`src/rtl/tinyalu_pkg.sv`:
```
// Shared types for the tiny ALU.
// op_e    : 3-bit operation code presented on the op port.
// state_e : sequencing FSM states; the top exposes the current state on a debug port.
package tinyalu_pkg;

  typedef enum logic [2:0] {
    OP_NOP = 3'b000,
    OP_ADD = 3'b001,
    OP_AND = 3'b010,
    OP_XOR = 3'b011,
    OP_MUL = 3'b100,
    OP_SUB = 3'b101,
    OP_CMP = 3'b110,
    OP_ILL = 3'b111
  } op_e;

  typedef enum logic [1:0] {
    ST_IDLE = 2'd0,
    ST_MUL  = 2'd1,
    ST_DONE = 2'd2
  } state_e;

  localparam int WIDTH_MIN = 2;
  localparam int WIDTH_MAX = 32;

endpackage

```
`src/rtl/tinyalu_param_mul.sv`:
```
// Iterative shift-add unsigned multiplier, one partial product per step.
// Ports:
//   clk, reset    : clock, asynchronous active-high reset (clears all state)
//   load          : capture a (multiplicand) and b (multiplier), clear the high half
//   a, b          : WIDTH-bit unsigned operands
//   step_en       : perform one shift-add step at this edge
//   product       : 2*WIDTH-bit value the accumulator holds after this cycle's
//                   step (combinational look-ahead while step_en is high), so
//                   the owner can capture the final product on the last step edge
// The owner counts steps; after WIDTH steps product is the full a*b.
module tinyalu_param_mul #(
  parameter int WIDTH = 8
) (
  input  logic               clk,
  input  logic               reset,
  input  logic               load,
  input  logic [WIDTH-1:0]   a,
  input  logic [WIDTH-1:0]   b,
  input  logic               step_en,
  output logic [2*WIDTH-1:0] product
);

  logic [WIDTH-1:0]   mcand;
  // acc = {partial high half, remaining multiplier bits}; the multiplier is
  // consumed from bit 0 while the product grows in from the top.
  logic [2*WIDTH-1:0] acc;
  logic [2*WIDTH-1:0] acc_step;
  logic [WIDTH:0]     hi_sum;

  always_comb begin
    hi_sum   = {1'b0, acc[2*WIDTH-1:WIDTH]} + (acc[0] ? {1'b0, mcand} : '0);
    acc_step = {hi_sum, acc[WIDTH-1:1]};
    product  = step_en ? acc_step : acc;
  end

  always_ff @(posedge clk or posedge reset) begin
    if (reset) begin
      mcand <= '0;
      acc   <= '0;
    end else if (load) begin
      mcand <= a;
      acc   <= {{WIDTH{1'b0}}, b};
    end else if (step_en) begin
      acc   <= acc_step;
    end
  end

endmodule

```
`src/rtl/tinyalu_param.sv`:
```
// Tiny multi-cycle ALU: single-cycle ADD/AND/XOR/SUB/CMP, WIDTH-cycle MUL.
// Ports:
//   clk, reset    : clock, asynchronous active-high reset
//   A, B          : WIDTH-bit unsigned operands
//   op            : operation code (tinyalu_pkg::op_e encoding)
//   start         : request to start an operation
//   done          : one-cycle pulse, result/err valid
//   result        : 2*WIDTH-bit result, held until the next done
//   busy          : high whenever the FSM is not in IDLE
//   err           : illegal-op flag, updated with done
//   state_dbg     : current FSM state for observation
//
// Handshake: start is a request with no ready; it is sampled only while the
// FSM is IDLE (busy=0) and op!=NOP, and the operands/op are consumed at that
// same edge. Any start seen while busy=1 (including the DONE cycle) is dropped.
module tinyalu_param
  import tinyalu_pkg::*;
#(
  parameter int WIDTH = 8
) (
  input  logic               clk,
  input  logic               reset,
  input  logic [WIDTH-1:0]   A,
  input  logic [WIDTH-1:0]   B,
  input  logic [2:0]         op,
  input  logic               start,
  output logic               done,
  output logic [2*WIDTH-1:0] result,
  output logic               busy,
  output logic               err,
  output state_e             state_dbg
);

  localparam int            CW        = $clog2(WIDTH + 1);
  localparam logic [CW-1:0] LAST_STEP = CW'(WIDTH - 1);

  state_e             state;
  logic [CW-1:0]      step_cnt;
  op_e                op_in;
  logic               accept;
  logic               mul_load;
  logic               mul_step;
  logic [WIDTH:0]     sum_w;
  logic [WIDTH:0]     diff_w;
  logic [2*WIDTH-1:0] alu_res;
  logic [2*WIDTH-1:0] mul_product;

  assign op_in     = op_e'(op);
  assign accept    = (state == ST_IDLE) && start && (op_in != OP_NOP);
  assign mul_load  = accept && (op_in == OP_MUL);
  assign mul_step  = (state == ST_MUL);
  assign state_dbg = state;

  // Single-cycle results computed straight from the inputs at the accept edge.
  always_comb begin
    sum_w   = {1'b0, A} + {1'b0, B};
    diff_w  = {1'b0, A} - {1'b0, B};
    alu_res = '0;
    case (op_in)
      OP_ADD:  alu_res = {{(WIDTH-1){1'b0}}, sum_w};
      OP_AND:  alu_res = {{WIDTH{1'b0}}, A & B};
      OP_XOR:  alu_res = {{WIDTH{1'b0}}, A ^ B};
      // (WIDTH+1)-bit difference, sign bit replicated up to 2*WIDTH
      OP_SUB:  alu_res = {{(WIDTH-1){diff_w[WIDTH]}}, diff_w};
      OP_CMP:  alu_res = {{(2*WIDTH-2){1'b0}}, (A > B), (A == B)};
      default: alu_res = '0;
    endcase
  end

  tinyalu_param_mul #(.WIDTH(WIDTH)) u_mul (
    .clk     (clk),
    .reset   (reset),
    .load    (mul_load),
    .a       (A),
    .b       (B),
    .step_en (mul_step),
    .product (mul_product)
  );

  always_ff @(posedge clk or posedge reset) begin
    if (reset) begin
      state    <= ST_IDLE;
      step_cnt <= '0;
      done     <= 1'b0;
      busy     <= 1'b0;
      err      <= 1'b0;
      result   <= '0;
    end else begin
      case (state)
        ST_IDLE: begin
          if (accept) begin
            busy     <= 1'b1;
            step_cnt <= '0;
            if (op_in == OP_MUL) begin
              state <= ST_MUL;
            end else begin
              state  <= ST_DONE;
              done   <= 1'b1;
              result <= alu_res;
              err    <= (op_in == OP_ILL);
            end
          end
        end
        ST_MUL: begin
          step_cnt <= step_cnt + CW'(1);
          // mul_product already includes the step taken at this edge
          if (step_cnt == LAST_STEP) begin
            state  <= ST_DONE;
            done   <= 1'b1;
            result <= mul_product;
            err    <= 1'b0;
          end
        end
        ST_DONE: begin
          state <= ST_IDLE;
          done  <= 1'b0;
          busy  <= 1'b0;
        end
        default: begin
          state <= ST_IDLE;
          done  <= 1'b0;
          busy  <= 1'b0;
        end
      endcase
    end
  end

endmodule

```
`config.mk`:
```
export PLATFORM = sky130hd
export DESIGN_NAME = tinyalu_param
export DESIGN_NICKNAME = d
export VERILOG_FILES = /design/src/rtl/tinyalu_pkg.sv /design/src/rtl/tinyalu_param_mul.sv /design/src/rtl/tinyalu_param.sv
export SDC_FILE = /design/constraint.sdc
export NUM_CORES = 1
export LEC_CHECK = 0
export BUFFER_PORTS_ARGS = -buffer_cell sky130_fd_sc_hd__buf_2
export CORE_ASPECT_RATIO = 1.25
export CORE_UTILIZATION = 65
export CTS_BUF_LIST = sky130_fd_sc_hd__clkbuf_2
export CTS_CLUSTER_DIAMETER = 150
export DETAILED_ROUTE_END_ITERATION = 8
export GPL_TIMING_DRIVEN = 1
export PLACE_DENSITY = 0.88
export SYNTH_ARGS = -nofsm -noshare
export SYNTH_HDL_FRONTEND = slang
export SYNTH_SLANG_ARGS = --single-unit
```
`constraint.sdc`:
```
create_clock -name clk -period 4.8 [get_ports clk]
set_input_delay 0.24 -clock clk [delete_from_list [all_inputs] [get_ports clk]]
set_output_delay 0.24 -clock clk [all_outputs]
set_load 0.05 [all_outputs]
```
=== Word-level counts from Yosys, hierarchy flattened ===
Cells that the tools add are included.

* Equality and inequality tests: 13
* Muxes and demuxes: 24
* $add $sub $neg: 4
* Order comparisons: 1
* Bitwise operators: 3
* Reductions and logical operators: 12

{| class="wikitable"
|+ Operator list
! cell !! count
|-
| 16-bit 2-to-1 mux || 5
|-
| 16-bit case mux with 5 select lines || 1
|-
| 16-bit case mux with 2 select lines || 1
|-
| 3-bit equality test, second input constant || 4
|-
| 8-bit by 8-bit adder with 9-bit output || 1
|-
| 8-bit by 9-bit adder with 9-bit output || 1
|-
| 8-bit by 8-bit subtractor with 9-bit output || 1
|-
| 8-bit bitwise AND || 1
|-
| 8-bit equality test || 1
|-
| 8-bit greater-than comparator || 1
|-
| 8-bit 2-to-1 mux || 1
|-
| 4-bit case mux with 2 select lines || 1
|-
| 8-bit XOR || 1
|-
| 1-bit 2-to-1 mux || 7
|-
| 3-bit by 2-bit equality test with 1-bit output, second input constant || 2
|-
| 2-bit 2-to-1 mux || 3
|-
| 1-bit case mux with 2 select lines || 3
|-
| 2-bit AND reduction || 3
|-
| 4-bit by 1-bit adder with 4-bit output, second input constant || 1
|-
| 4-bit by 3-bit equality test with 1-bit output, second input constant || 1
|-
| 4-bit 2-to-1 mux || 1
|-
| 2-bit != test, second input constant || 2
|-
| 2-bit case mux with 2 select lines || 1
|-
| 4-bit AND reduction || 1
|-
| 9 further kinds || 12
|}

* Word-level logic and storage cells: 65
* Output and inout bits: 21
* Register bits after elaboration: 49
* Bits of input ports: 22

=== Depth between registers and ports, before layout ===
* Depth in word-level cells: 5
* Depth in mapped cells: 9
* Gate-level depth less buffers: 9

=== Modules after synthesis ===
From an unflattened synthesis, not the netlist that was laid out.

* Cell total of the unflattened synthesis: 398
* Area, all modules: 3664.8 um^2

{| class="wikitable"
|+ By module, submodules not included
! module !! area an instance (um^2) !! sequential area each (um^2) !! cells each !! instances
|-
| tinyalu_param || 2195.9 || 625.6 || 266 || 1
|-
| tinyalu_param_mul || 1468.9 || 600.6 || 132 || 1
|}

=== Worst setup path before layout ===
Ideal clock, no wire load.

* Kind: register to register
* From: reg u_mul.acc[0]
* To: reg u_mul.acc[15]
* Arrival: 2.182 ns
* Cell stages (with the launch flop): 9
* Setup time: 0.148 ns
* Buffers on the path: 0
* Path slack: 2.470 ns
* Data required time: 4.652 ns
* Clock period less this slack: 2.330 ns
* Cells stage by stage: dfrtp_1 > and2_1 > ha_1 > fa_1 > a21o_1 > a21oi_1 > o211ai_1 > o311ai_0 > a21oi_1

* Longest elaborated chain between the ends: 4

{| class="wikitable"
|+ RTL lines
! element !! line !! source
|-
| from (decl) || tinyalu_param_mul.sv:26 || <nowiki>logic [2*WIDTH-1:0] acc;</nowiki>
|-
| from (signal assigned) || tinyalu_param_mul.sv:42 || <nowiki>acc <= {{WIDTH{1'b0}}, b};</nowiki>
|-
| from (signal assigned) || tinyalu_param_mul.sv:44 || <nowiki>acc <= acc_step;</nowiki>
|-
| 8-bit 2-to-1 mux || tinyalu_param_mul.sv:31 || <nowiki>hi_sum = {1'b0, acc[2*WIDTH-1:WIDTH]} + (acc[0] ? {1'b0, mcand} : '0);</nowiki>
|-
| 8-bit by 9-bit adder with 9-bit output || tinyalu_param_mul.sv:31 ||
|-
| 16-bit 2-to-1 mux || tinyalu_param_mul.sv:43 || <nowiki>end else if (step_en) begin</nowiki>
|-
| 16-bit 2-to-1 mux || tinyalu_param_mul.sv:40 || <nowiki>end else if (load) begin</nowiki>
|}

Every way passes these cells. The select of a mux whose other input is x is not followed.
A chain may end at the register's enable or synchronous reset.

=== Worst setup path after layout ===
Same ends and word-level chain as after synthesis.

==> metrics.log <==
[metrics] floorplan die height: 84.16 um
[metrics] synthesized flop and latch total: 49
[metrics] worst hold path endpoint: u_mul.acc[2]$_DFFE_PP0P_
[metrics] synth-to-layout area growth: 6.310%
[metrics] share of post-route cells with drive strength above 1: 18.59%
[metrics] cell type with the largest total area after synthesis: sky130_fd_sc_hd__dfrtp_1
[metrics] first-pass GRT wire length: 14.17 mm
[metrics] TritonCTS clock tree: built
[metrics] final count of negative-setup-slack endpoints: 0
[metrics] total standard cell area after synthesis: 3510 um2
[metrics] clock latency on the worst-skew pair: 460 ps
[metrics] Core Rows: 29
[metrics] post-layout net count: 474
[metrics] Worst Setup Slack post-DPL: 2188 ps
[metrics] power per cell area: 426.4 nW/um2
[metrics] switching power: 0.7404 mW
[metrics] deepest clock path buffer count: 2
[metrics] area of the core: 5152 um2
[metrics] number of levels the H-tree was split into: 2
[metrics] CTS Sinks: 49
[metrics] count of cell types in the netlist: 65
[metrics] outcome: complete, no violations
[metrics] remaining global-route overflow: 0
[metrics] endpoint type of the worst setup path: register
[metrics] half-perimeter wire length after placement: 6.437 mm
[metrics] setup slack of the critical path after layout: 2111 ps
[metrics] endpoint required time on the critical path: 5140 ps
[metrics] number of global-route vias before repair: 2977
[metrics] type of element launching the critical path: register
[metrics] count of nets left with antenna violations after detail routing: 0
[metrics] Post-Syn Area per Cell: 8.976 um2
[metrics] pin count of the biggest net entering global routing: 50
[metrics] origin of the worst min-delay path: B[2]
[metrics] worst slew pin tran: 976.8 ps
[metrics] antenna violations before repair: 0
[metrics] maximum ir drop on the vdd rail: 0.0003235 V
[metrics] register area share after synthesis: 34.94%
[metrics] effective utilization at floorplan: 68.12%
[metrics] leakage dissipation: 1.778 nW
[metrics] highest achievable clock rate: 371.9 MHz
[metrics] relative contribution of sequential cells to total power: 40.6%
[metrics] vias: 3008
[metrics] count of input and output buffers: 42
[metrics] Sequential Area: 1226 um2
[metrics] max_cap viols: 0
[metrics] drt initial violations: 257
[metrics] worst max-slew margin expressed relative to the limit: 34.78%
[metrics] total CTS buffers: 5
[metrics] number of buffers added for setup after CTS: 0
[metrics] final count of pins violating max slew: 0
[metrics] post-route DRC violation count: 0
[metrics] warnings from Yosys: 0
[metrics] clock edge transition at the registers on the reported setup and hold paths: 270 ps
[metrics] capture point of the worst reg-to-reg path: u_mul.acc[15]$_DFFE_PP0P_
[metrics] average detailed-routed wire length per instance: 17.61 um
[metrics] Total Routing Usage GR: 33.50%
[metrics] ys async rst share: 100.0%
[metrics] highest net fanout along the worst path: 9
[metrics] final estimated routing congestion in global placement: 0.9498
[metrics] fill cell instance count of the final layout: 399
[metrics] drt total wl: 8.578 mm
[metrics] area of the multi-input gates: 2031 um2
[metrics] sum of negative setup slack: 0 ps
[metrics] Die Outline Area: 5699 um2
[metrics] number of cells on the worst reg-to-reg path: 8
[metrics] largest cells by area after synthesis: sky130_fd_sc_hd__dfrtp_1 35%, sky130_fd_sc_hd__ha_1 8.9%, sky130_fd_sc_hd__nand2_1 5.9%
[metrics] most instantiated flip-flop cell in the synthesis netlist: sky130_fd_sc_hd__dfrtp_1
[metrics] crit path time final: 2689 ps
[metrics] R2R Setup Slk: 2110 ps
[metrics] synthesized instance count: 391
[metrics] share of total power in the clock network: 11.1%
[metrics] TritonRoute pass-1 iters: 5
[metrics] share of power burned in combinational logic: 48.3%
[metrics] die outline width: 67.73 um
[metrics] Vias/cell: 6.177
[metrics] IO Pins: 43
[metrics] WS Path Type: reg -> reg
[metrics] post-synth net total: 441
[metrics] arrival time worst endpoint: 3030 ps
[metrics] Antenna Cells: 0
[metrics] class of the worst hold path: in -> reg
[metrics] number of hold violations in the final report: 0
[metrics] Reg-to-Reg Start: u_mul.acc[0]$_DFFE_PP0P_
[metrics] root buffer cell: sky130_fd_sc_hd__clkbuf_2
[metrics] depth of the worst hold-timing path: 3
[metrics] Post-synth EDFFs: 0
[metrics] final worst path period share: 56.02%
[metrics] Yosys top cell area share: 34.94%
[metrics] Switching Share: 46.54%
[metrics] clock tree skew after final layout: 36.32 ps
[metrics] RSZ-0062 raised after global routing: false
[metrics] cell-internal power: 0.8506 mW
power by group through the flow:
stage          combinational, mW  clock, mW  sequential (mW)
6_report                   0.768      0.177            0.646
2_1_floorplan              0.431          0            0.803
4_1_cts                    0.764      0.178            0.646
3_5_place_dp               0.757          0            0.655
3_3_place_gp               0.737          0            0.648
5_1_grt                    0.839      0.196            0.665
routing by layer:
layer,track usage (%),vias up,wire (um)
met4,12.77,0,197
li1,-,1439,-
met5,0,-,0
met2,56.44,123,4438
met1,42.50,1423,3573
met3,4.484,23,368
cell families after synthesis:
group                    Yosys count  share of synthesized area [%]
flip-flops                        49                          34.94
adder cells (fa/ha/maj)           28                          10.62
buffers and inverters             46                          7.451
AO/OA/AOI/OAI                    112                          21.39
XOR/XNOR                           9                          2.246
multiplexers                      17                          5.169
AND/OR/NAND/NOR                  130                          18.18
layout by cell type (no fill, tap or decap), drive strengths merged, types with 9 or more instances in the layout:
cell type  count
ha            25
nand2         55
inv           25
mux2           9
o21ai         23
dfrtp         49
nor2          27
buf           44
a21oi         42
per-stage QoR:
step	cells	hold slack, ps	util [%]	area (um2)	total power [mW]
global route	487	7.167	72.41	3731	1.701
finish	487	8.690	72.41	3731	1.591
CTS	485	12.74	72.03	3711	1.587
floorplan	391	356.5	-	3510	1.235
detailed placement	476	468.6	71.01	3659	1.413
global placement	476	459.6	71.01	3659	1.385
worst max-delay path, stage by stage, from the launching register on:
cell and delay, ps:
sky130_fd_sc_hd__dfrtp_1 500, sky130_fd_sc_hd__and2_1 170, sky130_fd_sc_hd__ha_1 200, sky130_fd_sc_hd__fa_1 410
sky130_fd_sc_hd__a21o_1 170, sky130_fd_sc_hd__a21oi_1 280, sky130_fd_sc_hd__o211ai_1 190, sky130_fd_sc_hd__o311ai_0 520
sky130_fd_sc_hd__a21oi_1 130
how the worst max path moves through the flow:
stage	from	to	slack, ps	cells after the start
2_1_floorplan	u_mul.acc[0]$_DFFE_PP0P_	u_mul.acc[15]$_DFFE_PP0P_	2470	8
4_1_cts	u_mul.acc[0]$_DFFE_PP0P_	u_mul.acc[15]$_DFFE_PP0P_	2200	8
5_1_grt	u_mul.acc[0]$_DFFE_PP0P_	u_mul.acc[15]$_DFFE_PP0P_	1920	8
6_report	u_mul.acc[0]$_DFFE_PP0P_	u_mul.acc[15]$_DFFE_PP0P_	2110	8
3_3_place_gp	u_mul.acc[0]$_DFFE_PP0P_	u_mul.acc[15]$_DFFE_PP0P_	2370	8
3_5_place_dp	u_mul.acc[0]$_DFFE_PP0P_	u_mul.acc[15]$_DFFE_PP0P_	2190	8
synth_stat cells (5+ instances only):
| cell type | instances |
|---|---|
| sky130_fd_sc_hd__a21oi_1 | 32 |
| sky130_fd_sc_hd__mux2_2 | 6 |
| sky130_fd_sc_hd__a21o_1 | 7 |
| sky130_fd_sc_hd__nor2b_1 | 8 |
| sky130_fd_sc_hd__clkbuf_1 | 7 |
| sky130_fd_sc_hd__nand2_1 | 55 |
| sky130_fd_sc_hd__mux2i_1 | 8 |
| sky130_fd_sc_hd__nor3_1 | 5 |
| sky130_fd_sc_hd__nor2_1 | 27 |
| sky130_fd_sc_hd__and2_1 | 8 |
| sky130_fd_sc_hd__o21ai_0 | 20 |
| sky130_fd_sc_hd__o211ai_1 | 5 |
| sky130_fd_sc_hd__ha_1 | 25 |
| sky130_fd_sc_hd__xnor2_1 | 6 |
| sky130_fd_sc_hd__buf_2 | 5 |
| sky130_fd_sc_hd__inv_1 | 22 |
| sky130_fd_sc_hd__dfrtp_1 | 49 |
| sky130_fd_sc_hd__a21oi_2 | 10 |
registers in the layout, summed over array words and instances, names as in the netlist:
register / cells
busy: 1
done: 1
step_cnt: 4
u_mul.acc: 16
err: 1
state_dbg: 2
u_mul.mcand: 8
result: 16
timing repair:
item                                   4_1_cts  5_1_grt
endpoints found under the hold margin       24        2
resized for setup                            0        0
setup endpoints to repair                    0        0
hold buffers                                 1        2
layout make-up:
type                    instances  share of cell area (%)
repair buffers                 47                   6.841
flip-flops and latches         49                   32.86
well taps                      62                   2.079
clock inverters                 3                  0.4695
clock buffers                   5                  0.6707
inverters                      25                   2.649
multi-input cells             296                   54.43
(Power assumes the default switching activity.)
